## config.mk

```make
export PLATFORM = sky130hd
export DESIGN_NAME = decode_stage
export DESIGN_NICKNAME = d
export VERILOG_FILES = /design/src/rtl/cpu_pkg.sv /design/src/rtl/reg_file.sv /design/src/rtl/decode_stage.sv
export SDC_FILE = /design/constraint.sdc
export NUM_CORES = 1
export LEC_CHECK = 0
export ABC_AREA = 1
export CAP_MARGIN = 20
export CORE_MARGIN = 2
export CORE_UTILIZATION = 45
export DETAILED_ROUTE_END_ITERATION = 6
export GPL_ROUTABILITY_DRIVEN = 0
export PLACE_DENSITY = 0.68
export REMOVE_ABC_BUFFERS = 1
export SETUP_SLACK_MARGIN = 0.15
export SYNTH_ARGS = -nofsm -noshare
export SYNTH_HDL_FRONTEND = slang
export SYNTH_SLANG_ARGS = --single-unit
```

## constraint.sdc

```tcl
create_clock -name CLK -period 2.3 [get_ports CLK]
set_input_delay 0.69 -clock CLK [delete_from_list [all_inputs] [get_ports CLK]]
set_output_delay 0.69 -clock CLK [all_outputs]
set_load 0.05 [all_outputs]
```

## src/rtl/cpu_pkg.sv

```systemverilog
// Shared widths, opcode encoding and instruction layout for the decode path.
// The instr_t field order fixes the bit positions: [23:20] opcode, [19:16] rd, [15:12] rs1, [11:8] rs2, [7:0] imm.
package cpu_pkg;

  localparam int INSTR_W  = 24;
  localparam int DATA_W   = 8;
  localparam int REG_AW   = 4;
  localparam int PC_W     = 8;
  localparam int OPC_W    = 4;
  localparam int NUM_REGS = 1 << REG_AW;

  typedef enum logic [OPC_W-1:0] {
    OP_NOP  = 4'd0,
    OP_ADD  = 4'd1,
    OP_SUB  = 4'd2,
    OP_AND  = 4'd3,
    OP_OR   = 4'd4,
    OP_ADDI = 4'd5,
    OP_LD   = 4'd6,
    OP_ST   = 4'd7,
    OP_BEQ  = 4'd8,
    OP_JMP  = 4'd9
  } opcode_e;

  // The opcode is kept as raw bits so that illegal encodings 10-15 survive into decode.
  typedef struct packed {
    logic [OPC_W-1:0]  opcode;
    logic [REG_AW-1:0] rd;
    logic [REG_AW-1:0] rs1;
    logic [REG_AW-1:0] rs2;
    logic [DATA_W-1:0] imm;
  } instr_t;

  // Opcodes whose rs2 field names a real source register.
  function automatic logic reads_rs2(input logic [OPC_W-1:0] op);
    case (op)
      OP_ADD, OP_SUB, OP_AND, OP_OR, OP_ST, OP_BEQ: reads_rs2 = 1'b1;
      default:                                      reads_rs2 = 1'b0;
    endcase
  endfunction

endpackage

```

## src/rtl/reg_file.sv

```systemverilog
// 16 x 8 register file: two asynchronous read ports, one synchronous write port.
// R0 is hardwired to zero; a same-cycle write is forwarded to matching reads.
module reg_file
  import cpu_pkg::*;
(
  input  logic              clk,
  input  logic              reset,
  input  logic [REG_AW-1:0] ra1,
  input  logic [REG_AW-1:0] ra2,
  output logic [DATA_W-1:0] rd1,
  output logic [DATA_W-1:0] rd2,
  input  logic              we,
  input  logic [REG_AW-1:0] wa,
  input  logic [DATA_W-1:0] wd
);

  logic [DATA_W-1:0] regs [NUM_REGS];

  always_ff @(posedge clk) begin
    if (reset) begin
      for (int i = 0; i < NUM_REGS; i++) regs[i] <= '0;
    end else if (we && (wa != '0)) begin
      regs[wa] <= wd;
    end
  end

  always_comb begin
    rd1 = regs[ra1];
    if (ra1 == '0)            rd1 = '0;
    else if (we && wa == ra1) rd1 = wd;
  end

  always_comb begin
    rd2 = regs[ra2];
    if (ra2 == '0)            rd2 = '0;
    else if (we && wa == ra2) rd2 = wd;
  end

endmodule

```

## src/rtl/decode_stage.sv

```systemverilog
// Decode stage: IF/ID pipeline register, instruction decode, register-file read
// and a one-deep load-use hazard tracker that inserts a single bubble.
module decode_stage
  import cpu_pkg::*;
(
  input  logic               CLK,
  input  logic               reset,
  input  logic [INSTR_W-1:0] Instr,
  input  logic [PC_W-1:0]    x_pc,
  input  logic               if_valid,
  input  logic               flush,
  input  logic               wb_en,
  input  logic [REG_AW-1:0]  wb_addr,
  input  logic [DATA_W-1:0]  wb_data,
  output logic               stall,
  output logic               id_valid,
  output logic [PC_W-1:0]    id_pc,
  output logic [OPC_W-1:0]   opcode,
  output logic [REG_AW-1:0]  rd,
  output logic [DATA_W-1:0]  imm,
  output logic [DATA_W-1:0]  rs1_data,
  output logic [DATA_W-1:0]  rs2_data,
  output logic               reg_write,
  output logic               mem_read,
  output logic               mem_write,
  output logic               branch,
  output logic               jump,
  output logic               illegal
);

  // Handshake: if_valid qualifies Instr/x_pc; id_valid qualifies every decoded
  // output for EX, which always accepts. The only back-pressure is stall, which
  // tells IF to hold its PC and instruction for one cycle.
  logic              id_v;
  instr_t            id_instr;
  logic [PC_W-1:0]   id_pc_q;
  logic              ld_pending;
  logic [REG_AW-1:0] ld_rd;
  logic              ld_hit;

  always_ff @(posedge CLK) begin
    if (reset) begin
      id_v     <= 1'b0;
      id_instr <= '0;
      id_pc_q  <= '0;
    end else if (flush) begin
      id_v <= 1'b0;
    end else if (!stall) begin
      id_v     <= if_valid;
      id_instr <= instr_t'(Instr);
      id_pc_q  <= x_pc;
    end
  end

  // A load issued last cycle whose destination feeds the instruction now in ID.
  always_comb begin
    ld_hit = ld_pending && id_v && (ld_rd != '0) &&
             ((ld_rd == id_instr.rs1) ||
              (reads_rs2(id_instr.opcode) && (ld_rd == id_instr.rs2)));
    stall    = ld_hit && !flush && !reset;
    id_valid = id_v && !stall && !flush && !reset;
  end

  // The bubble issued during a stall is not a load, so the stall self-clears.
  always_ff @(posedge CLK) begin
    if (reset) begin
      ld_pending <= 1'b0;
      ld_rd      <= '0;
    end else begin
      ld_pending <= id_valid && mem_read;
      ld_rd      <= id_instr.rd;
    end
  end

  always_comb begin
    id_pc  = id_pc_q;
    opcode = id_instr.opcode;
    rd     = id_instr.rd;
    imm    = id_instr.imm;
  end

  always_comb begin
    reg_write = 1'b0;
    mem_read  = 1'b0;
    mem_write = 1'b0;
    branch    = 1'b0;
    jump      = 1'b0;
    illegal   = 1'b0;
    if (id_valid) begin
      case (id_instr.opcode)
        OP_NOP:                              ;
        OP_ADD, OP_SUB, OP_AND, OP_OR,
        OP_ADDI:                             reg_write = 1'b1;
        OP_LD: begin
          reg_write = 1'b1;
          mem_read  = 1'b1;
        end
        OP_ST:                               mem_write = 1'b1;
        OP_BEQ:                              branch    = 1'b1;
        OP_JMP:                              jump      = 1'b1;
        default:                             illegal   = 1'b1;
      endcase
    end
  end

  reg_file u_reg_file (
    .clk   (CLK),
    .reset (reset),
    .ra1   (id_instr.rs1),
    .ra2   (id_instr.rs2),
    .rd1   (rs1_data),
    .rd2   (rs2_data),
    .we    (wb_en),
    .wa    (wb_addr),
    .wd    (wb_data)
  );

endmodule

```

---- After elaboration in Yosys (flattened, before gate mapping) ----
Memories as Yosys holds them, arrays and structs flattened. A register that Yosys moved wholly into a read port is not among the register bits.
Cells that the tools add are included.
word-level totals
  flip-flop bits (word level) ............. 38
  latch bits .............................. 0
  RAM bits ................................ 128
  ROM bits ................................ 0
  output and inout bits ................... 48
  memories kept ........................... 1
memory list
  name             depth  bits a word  rd ports  clocked after memory_dff  write ports  line            source
  u_reg_file.regs  16     8            2         2                         16           reg_file.sv:17  logic [DATA_W-1:0] regs [NUM_REGS];
cells by class
  $add $sub $neg .......................... 0
  multiply operators ...................... 0
  divide/modulo/power cells ............... 0
  magnitude comparators ................... 0
  eq/ne operators ......................... 13
  shifts and indexed selects .............. 0
  multiplexer cells ....................... 29
  bitwise operators ....................... 2
  reduce and logical (&&, ||, !) cells .... 28
operator list
  cell                                            count
  2-to-1 mux 8 bit                                5
  2-to-1 mux 4 bit                                5
  2-to-1 mux 1 bit                                19
  == test 4 x 3 -> 1 bit (second input constant)  4
  == test 4 bit                                   4
  logical AND 1 bit                               13
  logical NOT 4 bit                               3
  OR reduction 6 bit                              2
  OR reduction 10 bit                             1
  == test 4 x 2 -> 1 bit (second input constant)  2
  == test 4 bit (second input constant)           2
  nonzero test 4 bit                              2
  OR reduction 8 bit                              1
  == test 4 x 1 -> 1 bit (second input constant)  1
  logical NOT 1 bit                               3
  NOT 1 bit                                       2
  AND reduction 2 bit                             1
  OR reduction 2 bit                              1
  logical OR 1 bit                                1

---- Longest topological paths before layout ----
Gate-level depths: netlist of run 1.
  depth in word-level cells ............... 14
  depth in mapped cells ................... 13
  mapped depth without buffers ............ 11

---- Modules after synthesis ----
From an unflattened synthesis of run 1, not the netlist that was laid out.
second synthesis, totals
  cells, all modules ...................... 1,374
  area, all modules ....................... 9,708.1 um^2
modules (own cells, without submodules)
  module        instances  cells an instance  area an instance (um^2)
  reg_file      1          1,079              7,754.9
  decode_stage  1          295                1,953.1

---- Least setup slack after synthesis of run 1 ----
No wires, ideal clock.
  path type ............................... in2out
  start ................................... input reset
  end ..................................... output illegal
  arrival ................................. 2,287 ps
  required time ........................... 1,610 ps
  slack ................................... -677 ps
  cell stages on the path ................. 9
  buffers on the path ..................... 1
  path through ............................ inv_2 -> nand2_1 -> nor2_1 -> nand2_1 -> nor2_1 -> nand2_1 -> buf_6 -> nand2_2 -> nor3_1
between the ends
  word-level cells in the longest chain between the ends .. 7
RTL lines
  what                            line                                    source
  start: declaration              decode_stage.sv:7                       input logic reset,
  logical NOT 1 bit (*)           decode_stage.sv:60, decode_stage.sv:61
  logical AND 1 bit               decode_stage.sv:60                      stall = ld_hit && !flush && !reset;
  logical NOT 1 bit               decode_stage.sv:61                      id_valid = id_v && !stall && !flush && !reset;
  logical AND 1 bit (2 in a row)  decode_stage.sv:61
  logical AND 1 bit (*)           decode_stage.sv:61
  2-to-1 mux 1 bit (*)            decode_stage.sv:89                      if (id_valid) begin
  end: declaration                decode_stage.sv:28                      output logic illegal
Mark *: on every way between the ends. The rest lies on a longest branch, timed or not.

==> results.json, run 1 <==
{
  "status": "finished, violations left",
  "failed_checks": "negative setup slack",
  "antenna_found_initial": 0,
  "crit_path_max_fanout": 6,
  "cts_root_buf": "clkbuf_16",
  "skew_ns": 0.00546,
  "critical_path_arrival_ns": 2.04,
  "syn_inst": 1188,
  "power_density_nw_per_um2": 681,
  "grt_pass1_wl_um": 45000,
  "n_antenna_cell": 0,
  "layout_common_cells": "nor2_1, nand2_1, nand3_1",
  "syn_area_um2": 9410,
  "antenna_left": 0,
  "grt_max_degree": 49,
  "grt.total_usage_pct": 26.5,
  "fmaxAchievable_ghz": 0.367,
  "final_hold_viol_count": 0,
  "cp-start-kind": "flip-flop",
  "seq_area_um2": 4790,
  "routedWlPerCell_um": 18.5,
  "cts.path.max_buffers": 2,
  "grt-ovfl-total": 0,
  "dieArea_um2": 22100,
  "port_buffers": 96,
  "die_h_um": 149,
  "mostFrequentLayoutCell": "nor2_1",
  "via_per_inst": 5.60,
  "clk_latency_ns": 0.43,
  "worst_path_most_repeated_cell": "nand3_1",
  "multiInputGateArea_um2": 4020,
  "avgSynthCellArea_um2": 7.92,
  "postPlaceCellArea_um2": 11300,
  "cts_tree": "built",
  "hold_buffers": 0,
  "place_hpwl_um": 19200,
  "drive_gt1_share_pct": 21.5,
  "relSlewSlack_pct": 61.7,
  "setup_viol_count_final": 24,
  "ys_warn_count": 0,
  "fin_ws_ns": -0.428,
  "dr_total_vias": 9006,
  "core_um2": 20400,
  "syn_to_final_growth_pct": 36.7,
  "vdd_drop_max_v": 0.000578,
  "fin_crit_ns": 2.73,
  "rsz0062_at_grt": "true",
  "place_ws_ns": -0.851,
  "cp_data_required_time_ns": 1.61,
  "clk_pin_slew_ns": 0.06,
  "dr.pass1.iters": 7,
  "crit_slowest_cell": "dfxtp_4",
  "clock-sinks": 174,
  "fin_crit_sh_pct": 119,
  "cts_buffers": 17,
  "wirelength_um": 29800,
  "io_pins": 97,
  "cp-end-kind": "primary output",
  "ys_seq_area_share_pct": 50.6,
  "cap_violations": 0,
  "num-nets-final": 1374,
  "num_rows": 52,
  "drv_slew": 0,
  "ys_seq_elements": 174,
  "drtIter0Drc": 962,
  "crit_chain": "buf_12, buf_16, o211ai_1, nand3_1, nand3_1, nand3_1, nand3_1, inv_1, buf_6",
  "grt_pass1_vias": 8459,
  "critPathKind": "reg2out",
  "min_path_type": "reg2reg",
  "tightest_slew_ns": 0.574,
  "yosysUniqueCellTypes": 24,
  "hold_start": "rd[3]",
  "final_area_um2": 12900,
  "htreeDepth": 4,
  "slowest_delay_ns": 0.39,
  "drc": 0,
  "dieWidth_um": 149,
  "r2r-start": "opcode[1]",
  "fillers": 1697,
  "leakage_uw": 0.00546,
  "start_util_pct": 46.2
}
-- cells by family after synthesis --
| family | Yosys count | synth area share, % |
|---|---|---|
| AOI/OAI and AO/OA | 232 | 14.1 |
| other | 1 | 0.0399 |
| DFF | 174 | 50.6 |
| buffers and inverters | 247 | 11.1 |
| xor gates and xnor gates | 9 | 0.838 |
| and+or+nand+nor | 525 | 23.3 |
-- sequential cells by signal (all words and copies together) (netlist names), named ones only --
name	count
u_reg_file.regs	128
id_instr	8
id_pc	8
imm	8
ld_rd	4
opcode	4
rd	4
id_v	1
ld_pending	1
-- where the power goes --
part           leakage (uW)  switching (uW)  internal (uW)
Combinational       0.00356            1240            828
Clock              0.000290            1200           1810
Sequential          0.00161             116           3560
Total               0.00546            2560           6200
-- final timing paths --
| kind | end | slack [ns] | cells past startpoint |
|---|---|---|---|
| worst max-delay path | rs1_data[2] | -0.43 | 9 |
| worst min-delay path | ld_rd[3] | 0.44 | 2 |
| worst max register to register | id_instr[10] | 0.48 | 12 |
| worst min register to register | ld_rd[3] | 0.44 | 2 |
-- per-layer routing --
layer	track usage (%)	wire length [um]	share of wire, %
met1	35.8	11900	40
met3	6.13	3190	11
met5	0	0	0
met4	12.4	1320	4.4
met2	40.7	13400	45
-- worst max-delay path: cells and delay by family (launching register included) --
family,cells,cell delay (ns)
compound gates,1,0.18
buf+inv,4,0.52
flops,1,0.39
simple gates,4,0.51
-- metrics by stage --
step                util [%]  instances  TNS [ns]  hold slack (ns)  power (uW)
finish                  63.2       1608     -7.26            0.444        8760
global route            63.2       1608     -8.92            0.470        9060
CTS                     61.4       1598     -6.32            0.443        8630
detailed placement      55.6       1554    -74.51            0.434        5510
global placement        55.6       1554    -74.97            0.426        5490
floorplan                  -       1099    -60.70            0.528        4690
-- synth_stat cells (all sizes together) --
cell type	instances	area share, %
nor2	193	7.7
nand2	163	6.5
nand3	162	8.7
inv	151	6.0
edfxtp	128	41
a21oi	99	5.3
o21ai	66	3.5
o211ai	64	5.1
buf	49	3.2
clkbuf	47	1.9
dfxtp	46	9.8
xnor2	9	0.84
nor3	3	0.16
nand4	2	0.13
nor4	2	0.13
o22ai	2	0.13
a211oi	1	0.080
conb	1	0.040
-- what timing repair did --
action / CTS / global route
setup endpoints to repair: 117 / 24
hold endpoints to repair: 0 / 0
cloned: 5 / 7
buffers inserted: 7 / 3
pin swaps: 31 / 51
gates resized for setup: 171 / 59
-- final cells by class --
| type | count | share of cell area [%] |
|---|---|---|
| sequential | 174 | 37.3 |
| multi-input combinational | 774 | 31.3 |
| timing repair buffer | 207 | 19.6 |
| inverter | 151 | 4.51 |
| clock buffer | 21 | 3.42 |
| tap | 270 | 2.63 |
| clock inverter | 11 | 1.29 |
Power figures use the tool's default switching activity.
==> inputs of run 2 (changes only) <==
Settings changed: HOLD_SLACK_MARGIN set to 0.15.
==> results of run 2 <==
Final layout, timing and power as in run 1 (identical DEF).
